[src/rtl/mem_arbiter_pkg.sv]
// Shared arbiter state and requester encodings, also consumed by the cache
// controllers' debug/perf logic.
package arbiter_types;

   typedef enum logic [1:0] {
      ARB_IDLE,
      ARB_SERVE_I,
      ARB_SERVE_D
   } arb_state_t;

   typedef enum logic {
      REQ_I,
      REQ_D
   } arb_req_t;

endpackage

[src/rtl/mem_arbiter.sv]
// Round-robin arbiter sharing one line-memory port between the I-cache and
// the D-cache. Every transaction is followed by at least one idle cycle.
module mem_arbiter
   import arbiter_types::*;
#(
   parameter int ADDR_W = 16,
   parameter int LINE_W = 128
) (
   input  logic              clk,
   input  logic              rst,
   input  logic              i_read,
   input  logic [ADDR_W-1:0] i_address,
   output logic              i_resp,
   output logic [LINE_W-1:0] i_rdata,
   input  logic              d_read,
   input  logic              d_write,
   input  logic [ADDR_W-1:0] d_address,
   input  logic [LINE_W-1:0] d_wdata,
   output logic              d_resp,
   output logic [LINE_W-1:0] d_rdata,
   output logic              pmem_read,
   output logic              pmem_write,
   output logic [ADDR_W-1:0] pmem_address,
   output logic [LINE_W-1:0] pmem_wdata,
   input  logic              pmem_resp,
   input  logic [LINE_W-1:0] pmem_rdata
);

   arb_state_t state_q, state_d;
   arb_req_t   last_grant_q, last_grant_d;

   logic i_req;
   logic d_req;

   assign i_req = i_read;
   assign d_req = d_read | d_write;

   // Read data fans out unqualified; each side trusts it only with its resp.
   assign i_rdata = pmem_rdata;
   assign d_rdata = pmem_rdata;

   always_ff @(posedge clk or posedge rst) begin
      if (rst) begin
         state_q      <= ARB_IDLE;
         last_grant_q <= REQ_I;
      end else begin
         state_q      <= state_d;
         last_grant_q <= last_grant_d;
      end
   end

   always_comb begin
      state_d      = state_q;
      last_grant_d = last_grant_q;
      pmem_read    = 1'b0;
      pmem_write   = 1'b0;
      pmem_address = d_address;
      pmem_wdata   = d_wdata;
      i_resp       = 1'b0;
      d_resp       = 1'b0;

      case (state_q)
         ARB_IDLE: begin
            // On a tie the side that was not served last takes the port.
            if (i_req && (!d_req || last_grant_q == REQ_D)) begin
               state_d      = ARB_SERVE_I;
               last_grant_d = REQ_I;
            end else if (d_req) begin
               state_d      = ARB_SERVE_D;
               last_grant_d = REQ_D;
            end
         end

         ARB_SERVE_I: begin
            pmem_read    = i_read;
            pmem_address = i_address;
            i_resp       = pmem_resp;
            if (pmem_resp || !i_req) begin
               state_d = ARB_IDLE;
            end
         end

         ARB_SERVE_D: begin
            // A simultaneous read and write request is treated as a write.
            pmem_read  = d_read & ~d_write;
            pmem_write = d_write;
            d_resp     = pmem_resp;
            if (pmem_resp || !d_req) begin
               state_d = ARB_IDLE;
            end
         end

         default: begin
            state_d = ARB_IDLE;
         end
      endcase
   end

endmodule

[config.mk]
export PLATFORM = sky130hd
export DESIGN_NAME = mem_arbiter
export DESIGN_NICKNAME = d
export VERILOG_FILES = /design/src/rtl/mem_arbiter_pkg.sv /design/src/rtl/mem_arbiter.sv
export SDC_FILE = /design/constraint.sdc
export NUM_CORES = 1
export LEC_CHECK = 0
export BUFFER_PORTS_ARGS = -buffer_cell sky130_fd_sc_hd__buf_2
export CORE_AREA = 5 5 268 270
export DETAILED_ROUTE_END_ITERATION = 12
export DIE_AREA = 0 0 273 275
export HOLD_SLACK_MARGIN = 0.02
export PLACE_DENSITY = 0.3
export SYNTH_ARGS = -nofsm -noshare
export SYNTH_HDL_FRONTEND = slang
export SYNTH_SLANG_ARGS = --single-unit
[constraint.sdc]
create_clock -name clk -period 1.7 [get_ports clk]
set_clock_uncertainty 0.15 [all_clocks]
set_input_delay 0.17 -clock clk [delete_from_list [all_inputs] [get_ports clk]]
set_output_delay 0.17 -clock clk [all_outputs]
set_load 0.05 [all_outputs]
==> metrics.txt, run 1 <==
Multi-input gate area 444 µm²; violated checks negative setup slack; CTS Sinks 3; Main synth FF type dfrtp_1; crit start category register; share of the synthesized area in the top cell type 0.849; post-route cell area 0.00233 mm²; DRC viols 0; Starting Density 0.0490; Port Buffers 57; post-route minimum period 1.84 ns; 1st-iter DRT viols 17; CTS tree yes; syn avg cell area 7.83 µm²; die area 0.0751 mm²; Fillers 8242; status finished with violations; Mapped Area 0.00340 mm²; sequential share of the synthesized area 0.0221; WL met3 3.31 mm; core area 0.0693 mm²; synth top area cells buf_4 85%, mux2_4 4.0%, mux2_2 2.3%; Crit Path Class reg -> out; Vert. Die Dim 275 µm; most frequent cell after synthesis buf_4; initial antenna violation count 3; pwr dens 894 mW/mm²; vias in the first global route 1469; Num CTS Buffers 3; Max Transition Viols Final 0; Crit path required time 1.38 ns; hpwl dp 9.90 mm; Post-DP Area 0.00198 mm²; CTS max path bufs 2; Final #Nets 414; max cap viols 0; Clock Latency Late Sink 0.22 ns; routability cong. 0.771; Yosys cell types 24; VDD IR max 0.348 mV; largest net degree at the start of global routing 10; FMAX 543 MHz; HP Class in -> reg; Pre-antenna DRT Iters 4; worst slew pin tran 0.217 ns; highest routed metal layer met4; syn_nets 731; GRT Overall Usage 0.0280; Crit path arrival time 1.52 ns; WHS 0.148 ns; Die Wd 273 µm; Post-Route WL 12.1 mm; share of post-route cells with drive strength above 1 0.784; Setup TNS Final -2.00 ns; FF+latch count, synth 3; worst-path maximum fanout 4; M1 WL 1.50 mm; leakage power 0.602 nW; Area Growth Syn to Fin -31.3%; Commonest cells post-synth 384 x buf_4, 9 x mux2_4, 7 x mux2_2; CTS H-tree depth 1; synthesis warning total 0; vias post-DR 1259; Rel. slew slack 0.854; post-route setup slack -0.142 ns; nature of the critical path endpoint output port; final setup fails 17; clock-pin slew on the worst setup and hold paths 0.03 ns; grt total ovfl 0; Detail Route Antenna Nets 0; Final Hold Fails 0; FP Rows 97; cell taking the most area after synthesis buf_4; fin crit share 1.08; I/O pins 698; DR vias/cell 1.19; first-pass GRT wire length 14.0 mm; Post-Synthesis Cells 434; register area 75.1 µm²; EDFF count, synth 0; met2 WL 4.90 mm; Clock Tree Root clkbuf_16; RSZ-0062 raised after global routing yes; FFs w/ async S/R, synth 1.00; wire length per cell 11.5 µm
==> worst max-delay path: stages, from the launching register on <==
cell       delay, ns
dfrtp_1         0.38
inv_2           0.08
ha_4            0.20
clkbuf_16       0.17
mux2_4          0.31
buf_8           0.15
==> flip-flops by register name (all words and copies together), names as in the netlist <==
name / cells
last_grant_q: 1
state_q: 2
==> final timing paths <==
check                                   from  cells past startpoint  slack [ns]               end
worst max-delay path              state_q[1]                      5       -0.14  pmem_address[12]
min in group asynchronous                rst                      3        0.22      last_grant_q
worst min-delay path                  i_read                      3        0.15        state_q[1]
worst max register to register    state_q[0]                      6        0.15        state_q[1]
max in group asynchronous                rst                      3        1.05        state_q[0]
worst min register to register  last_grant_q                      1        0.37      last_grant_q
==> layout make-up <==
class / instances / share of cell area
multi-input cells: 42 / 0.190
diodes: 1 / 0.00107
well taps: 940 / 0.504
repair buffers: 64 / 0.234
flip-flops and latches: 3 / 0.0322
inverters: 3 / 0.00483
clock buffers: 4 / 0.0338
==> power by group <==
group	internal, W	leakage [nW]	switching [W]
combinational	0.000746	0.526	0.000832
clock	0.000309	0.0382	0.0000622
sequential	0.000107	0.0373	0.0000312
total	0.00116	0.602	0.000925
==> cells by family (layout without fill, tap and decap cells) <==
group	Yosys count	count (layout)	synth area share
other cells	0	1	0
mux	16	16	0.0630
flops	3	3	0.0221
buf+inv	389	71	0.861
fa+ha+maj	3	3	0.0111
compound gates	10	10	0.0210
simple gates	13	13	0.0217
==> timing repair <==
item	in CTS	in global routing
pin swaps	0	1
gates resized for setup	42	20
gates cloned	1	1
endpoints found under the hold margin	3	0
buffers inserted	2	0
hold buffers	1	0
setup endpoints to repair	18	21
==> metrics by stage <==
step                power (W)    util  cells  setup slack, ns
finish                0.00209  0.0337   1057           -0.142
global route          0.00219  0.0337   1057           -0.174
CTS                   0.00196  0.0323   1055           -0.144
detailed placement    0.00127  0.0285   1047          0.00736
global placement      0.00128  0.0285   1047           0.0232
floorplan             0.00347       -    434           0.0839
==> per-layer routing <==
metal / vias up / track usage
met3: 165 / 0.0336
met1: 389 / 0.00862
met2: 394 / 0.0379
li1: 311 / -
met5: - / 0
met4: 0 / 0.0547
==> layout by cell type, fill, tap and decap left out, types with 3 or more instances in the layout <==
cell type  instances
dfrtp_1            3
buf_2             37
buf_6             12
buf_4              3
mux2_4            16
buf_8              8
clkbuf_16          4
(Power assumes the default switching activity.)
==> run 2, diff against run 1 <==
Settings changed: CTS_BUF_LIST set to sky130_fd_sc_hd__clkbuf_8.
==> metrics.txt, run 2 (synthesis results as in run 1) <==
vias in the first global route 1464 (-0.34%); Regs by FF count state_q: 2 flops, last_grant_q: 1 flops; Port Buffers 57 (unchanged); reg2reg setup slack 0.18 ns (+0.03 ns); hold_sp i_read; FMAX 552 MHz (+1.7%); clock-pin slew on the worst setup and hold paths 0.03 ns (about the same); HP Class in -> reg; Detail Route Antenna Nets 0 (unchanged); Num CTS Buffers 3 (unchanged); Vert. Die Dim 275 µm (unchanged); commonest non-fill, non-tap cell in the layout buf_2; Placed Instances 1047 (unchanged); R2R depth 6 (unchanged); r2r endpoint state_q[1]; FP Rows 97 (unchanged); leakage power 0.580 nW (-3.7%); Post-Route WL 12.1 mm (-0.21%); Clock Latency Late Sink 0.21 ns (about the same); Crit path arrival time 1.49 ns (-0.03 ns); wire length per cell 11.4 µm (-0.30%); worst-path maximum fanout 4 (unchanged); pre-CTS setup slack 0.00736 ns (unchanged); VDD IR max 0.351 mV (+0.82%); largest net degree at the start of global routing 10 (unchanged); worst setup path startpoint state_q[1]; I/O pins 698 (unchanged); CTS tree yes; vias post-DR 1269 (+0.79%); Die Wd 273 µm (unchanged); Crit Path Class reg -> out; Final #Nets 415 (+0.24%); share of post-route cells with drive strength above 1 0.786 (+0.00184); Max Transition Viols Final 0 (unchanged); GRT Overall Usage 0.0280 (unchanged); Worst Hold End last_grant_q; Fillers 8237 (-0.061%); Power Total 0.00192 W (-7.9%); routability cong. 0.771 (unchanged); core area 0.0693 mm² (unchanged); 1st-iter DRT viols 13 (-4); Pre-antenna DRT Iters 4 (unchanged); Starting Density 0.0490 (unchanged); Area Growth Syn to Fin -32.4%; final setup fails 17 (unchanged); violated checks negative setup slack; post-route setup slack -0.110 ns (+0.0312 ns); Crit path required time 1.38 ns (about the same); final core occ 0.0331 (-0.000542); post-route minimum period 1.81 ns (-0.0312 ns); status finished with violations; first-pass GRT wire length 14.0 mm (+0.29%); max cap viols 0 (unchanged); RSZ-0062 raised after global routing yes; nature of the critical path endpoint output port; Final Hold Fails 0 (unchanged); hpwl dp 9.90 mm (unchanged); non-filler instance count after layout 1058 (+0.095%); Clock Tree Root clkbuf_8; crit start category register; DR vias/cell 1.20 (+0.70%); fin crit share 1.06 (-0.0183); initial antenna violation count 3 (unchanged); max reg flops 2 (unchanged); worst slew pin tran 0.221 ns (+0.00465 ns); die area 0.0751 mm² (unchanged); CTS Sinks 3 (unchanged); CTS H-tree depth 1 (unchanged); Hold Path Stages 4 (+1); most frequent cells in the layout 37 x buf_2, 14 x buf_6, 13 x mux2_4, 6 x buf_4, 4 x buf_8; worst r2r src state_q[0]; DRC viols 0 (unchanged); pwr dens 837 mW/mm² (-6.4%); Biggest register state_q; grt total ovfl 0 (unchanged); CTS max path bufs 2 (unchanged); Rel. slew slack 0.851 (-0.00313)
## run 2: critical path, cell delays in order, from the launching register on
cell and delay (ns):
dfrtp_1 0.37, inv_2 0.08, ha_4 0.19, clkbuf_16 0.17
mux2_4 0.31, buf_8 0.15
## run 2: repair_timing
item | CTS | global route
setup endpoints to repair | 18 | 18
gates cloned | 1 | 1
hold buffers | 1 | 0
resized for setup | 43 | 13
pin swaps | 1 | 1
buffers inserted | 2 | 2
endpoints found under the hold margin | 3 | 0
## run 2: per-layer routing
layer / GRT usage / vias to the layer above / routed length (µm)
li1: - / 314 / -
met1: 0.00883 / 387 / 1490
met2: 0.0377 / 399 / 4840
met3: 0.0338 / 169 / 3350
met4: 0.0543 / 0 / 2400
met5: 0 / - / 0
## run 2: through the flow
step | hold WS (ns) | setup TNS [ns] | area (µm²)
CTS | 0.160 | -1.68 | 2210
global placement | -0.0999 | 0 | 1980
detailed placement | -0.103 | 0 | 1980
global route | 0.187 | -2.49 | 2300
floorplan | -0.226 | 0 | 3400
finish | 0.158 | -1.60 | 2300
## run 2: where the power goes
part	switching, W	internal (W)
clock	0.0000432	0.000153
sequential	0.0000313	0.000107
combinational	0.000841	0.000747
## run 2: layout make-up
class	count	area, µm²	share of cell area
Inverter	3	13.8	0.00599
Sequential cell	3	75.1	0.0327
Clock buffer	3	41.3	0.0180
Multi-Input combinational cell	42	453	0.197
Tap cell	940	1180	0.512
Timing Repair Buffer	65	531	0.231
Antenna cell	1	2.50	0.00109
Clock inverter	1	3.75	0.00163
## run 2: worst max path at each step
stage	endpoint	slack, ns	depth (start not counted)
final	pmem_address[12]	-0.11	5
after floorplan	pmem_read	0.08	5
after global placement	pmem_address[13]	0.02	5
after global routing	pmem_address[1]	-0.16	5
after detailed placement	pmem_address[13]	0.007	5
after CTS	pmem_address[13]	-0.13	5
==> run 3, diff against run 2 <==
--- a/config.mk
+++ b/config.mk
@@ -10,2 +10,3 @@
 export CTS_BUF_LIST = sky130_fd_sc_hd__clkbuf_8
+export CTS_CLUSTER_DIAMETER = 150
 export DETAILED_ROUTE_END_ITERATION = 12
==> constraint.sdc (replaced) <==
create_clock -name clk -period 1.7 [get_ports clk]
set_clock_uncertainty 0.15 [all_clocks]
set_input_delay 0.085 -clock clk [delete_from_list [all_inputs] [get_ports clk]]
set_output_delay 0.085 -clock clk [all_outputs]
set_load 0.05 [all_outputs]
==> metrics.txt, run 3 (synthesis results as in run 1) <==
die area 0.0751 mm² (unchanged); HP Class in -> out; FP Rows 97 (unchanged); Port Buffers 57 (unchanged); Biggest register state_q; Top Family by Delay on Critical Path buffers and inverters; routability cong. 0.761 (-1.3%); leakage power 0.555 nW (-4.3%); clock-pin slew on the worst setup and hold paths 0.03 ns (about the same); Die Wd 273 µm (unchanged); Area Growth Syn to Fin -34.3%; crit start category register; most frequent cells in the layout 39 x buf_2, 15 x buf_6, 11 x mux2_4, 5 x mux2_2; vias post-DR 1262 (-0.55%); WHS 0.0200 ns (-0.138 ns); Clock Tree Root clkbuf_8; 1st-iter DRT viols 46 (+33); Critical-path top delay cell dfrtp_1; CTS H-tree depth 1 (unchanged); max cap viols 0 (unchanged); Starting Density 0.0490 (unchanged); Pre-antenna DRT Iters 3 (-1); commonest non-fill, non-tap cell in the layout buf_2; first-pass GRT wire length 14.0 mm (-0.19%); Post-Route WL 12.0 mm (-0.65%); grt total ovfl 0 (unchanged); worst-path maximum fanout 4 (unchanged); Vert. Die Dim 275 µm (unchanged); nature of the critical path endpoint output port; Buf/Inv on CP 3 (unchanged); Final Hold Fails 0 (unchanged); RSZ-0062 raised after global routing yes; post-route minimum period 1.73 ns (-0.0759 ns); Clock Latency Late Sink 0.21 ns (about the same); Crit path required time 1.46 ns (+0.08 ns); CTS Sinks 3 (unchanged); CTS max path bufs 2 (unchanged); Rel. slew slack 0.799 (-0.0516); Regs by FF count state_q: 2 flops, last_grant_q: 1 flops; slowest cell delay on critical path 0.37 ns (about the same); DR vias/cell 1.20 (-0.36%); core area 0.0693 mm² (unchanged); worst-path cell chain inv_2 > ha_4 > clkbuf_16 > mux2_4 > buf_8; CTS tree yes; violated checks negative setup slack; share of post-route cells with drive strength above 1 0.765 (-0.0211); fin crit share 1.02 (-0.0446); largest net degree at the start of global routing 10 (unchanged); Final #Nets 413 (-0.48%); FMAX 577 MHz (+4.4%); DRC viols 0 (unchanged); GRT Overall Usage 0.0279 (-0.0000719); post-route setup slack -0.0345 ns (+0.0759 ns); max reg flops 2 (unchanged); VDD IR max 0.330 mV (-6.0%); Fillers 8247 (+0.12%); Crit Path Class reg -> out; Max Transition Viols Final 0 (unchanged); pre-CTS setup slack 0.0949 ns (+0.0876 ns); pwr dens 808 mW/mm² (-3.5%); post-route cell area 0.00223 mm² (-2.8%); Num CTS Buffers 3 (unchanged); final setup fails 16 (-1); worst slew pin tran 0.298 ns (+0.0765 ns); hpwl dp 9.90 mm (about the same); Detail Route Antenna Nets 0 (unchanged); wire length per cell 11.4 µm (-0.47%); Crit path arrival time 1.50 ns (about the same); Post-DP Area 0.00198 mm² (unchanged); vias in the first global route 1440 (-1.6%); initial antenna violation count 3 (unchanged); I/O pins 698 (unchanged); status finished with violations
-- run 3: cell types whose count changed in the layout (fill, tap and decap cells not counted), moves of 2 or more --
cell	change
mux2_4	-2
buf_2	+2
ha_4	-2
buf_4	-4
buf_8	-2
mux2_2	+2
ha_1	+2
-- run 3: layout make-up --
type,instances,area (µm²),area share
inverter,3,11.3,0.00505
multi-input combinational,42,420,0.188
timing repair buffer,63,499,0.224
clock buffer,3,41.3,0.0185
antenna,1,2.50,0.00112
tap,940,1180,0.527
clock inverter,1,3.75,0.00168
sequential,3,76.3,0.0342
-- run 3: worst paths after layout --
path / startpoint / to / slack [ns] / cells past startpoint
worst max-delay path: state_q[1] / pmem_address[12] / -0.03 / 5
worst min-delay path: d_wdata[102] / pmem_wdata[102] / 0.02 / 0
worst max register to register: state_q[1] / state_q[1] / 0.19 / 6
worst min register to register: last_grant_q / last_grant_q / 0.39 / 1
max in group asynchronous: rst / state_q[0] / 1.10 / 3
min in group asynchronous: rst / state_q[1] / 0.15 / 3
-- run 3: metrics by stage --
| step | setup TNS [ns] | util | total power, W | cells |
|---|---|---|---|---|
| 4_1_cts | -0.596 | 0.0314 | 0.00173 | 1053 |
| 3_3_place_gp | 0 | 0.0285 | 0.00128 | 1047 |
| 2_1_floorplan | 0 | - | 0.00347 | 434 |
| 5_1_grt | -1.25 | 0.0322 | 0.00190 | 1056 |
| 6_report | -0.396 | 0.0322 | 0.00180 | 1056 |
| 3_5_place_dp | 0 | 0.0285 | 0.00127 | 1047 |
-- run 3: power by group --
group          switching, W  internal (W)  total (W)
combinational      0.000800      0.000659    0.00146
sequential        0.0000355      0.000109   0.000145
clock             0.0000456      0.000154   0.000199
-- run 3: timing repair --
item,in CTS,in global routing
hold endpoints to repair,3,0
endpoints found under the setup margin,17,17
gates cloned,1,1
gates resized for setup,38,6
hold buffers,1,0
setup buffers,0,1
-- run 3: routing by layer --
layer	vias up	share of wire	GRT usage	routed length (µm)
met1	380	0.13	0.00987	1550
li1	313	-	-	-
met4	0	0.20	0.0540	2350
met5	-	0	0	0
met3	172	0.28	0.0331	3310
met2	397	0.40	0.0368	4800
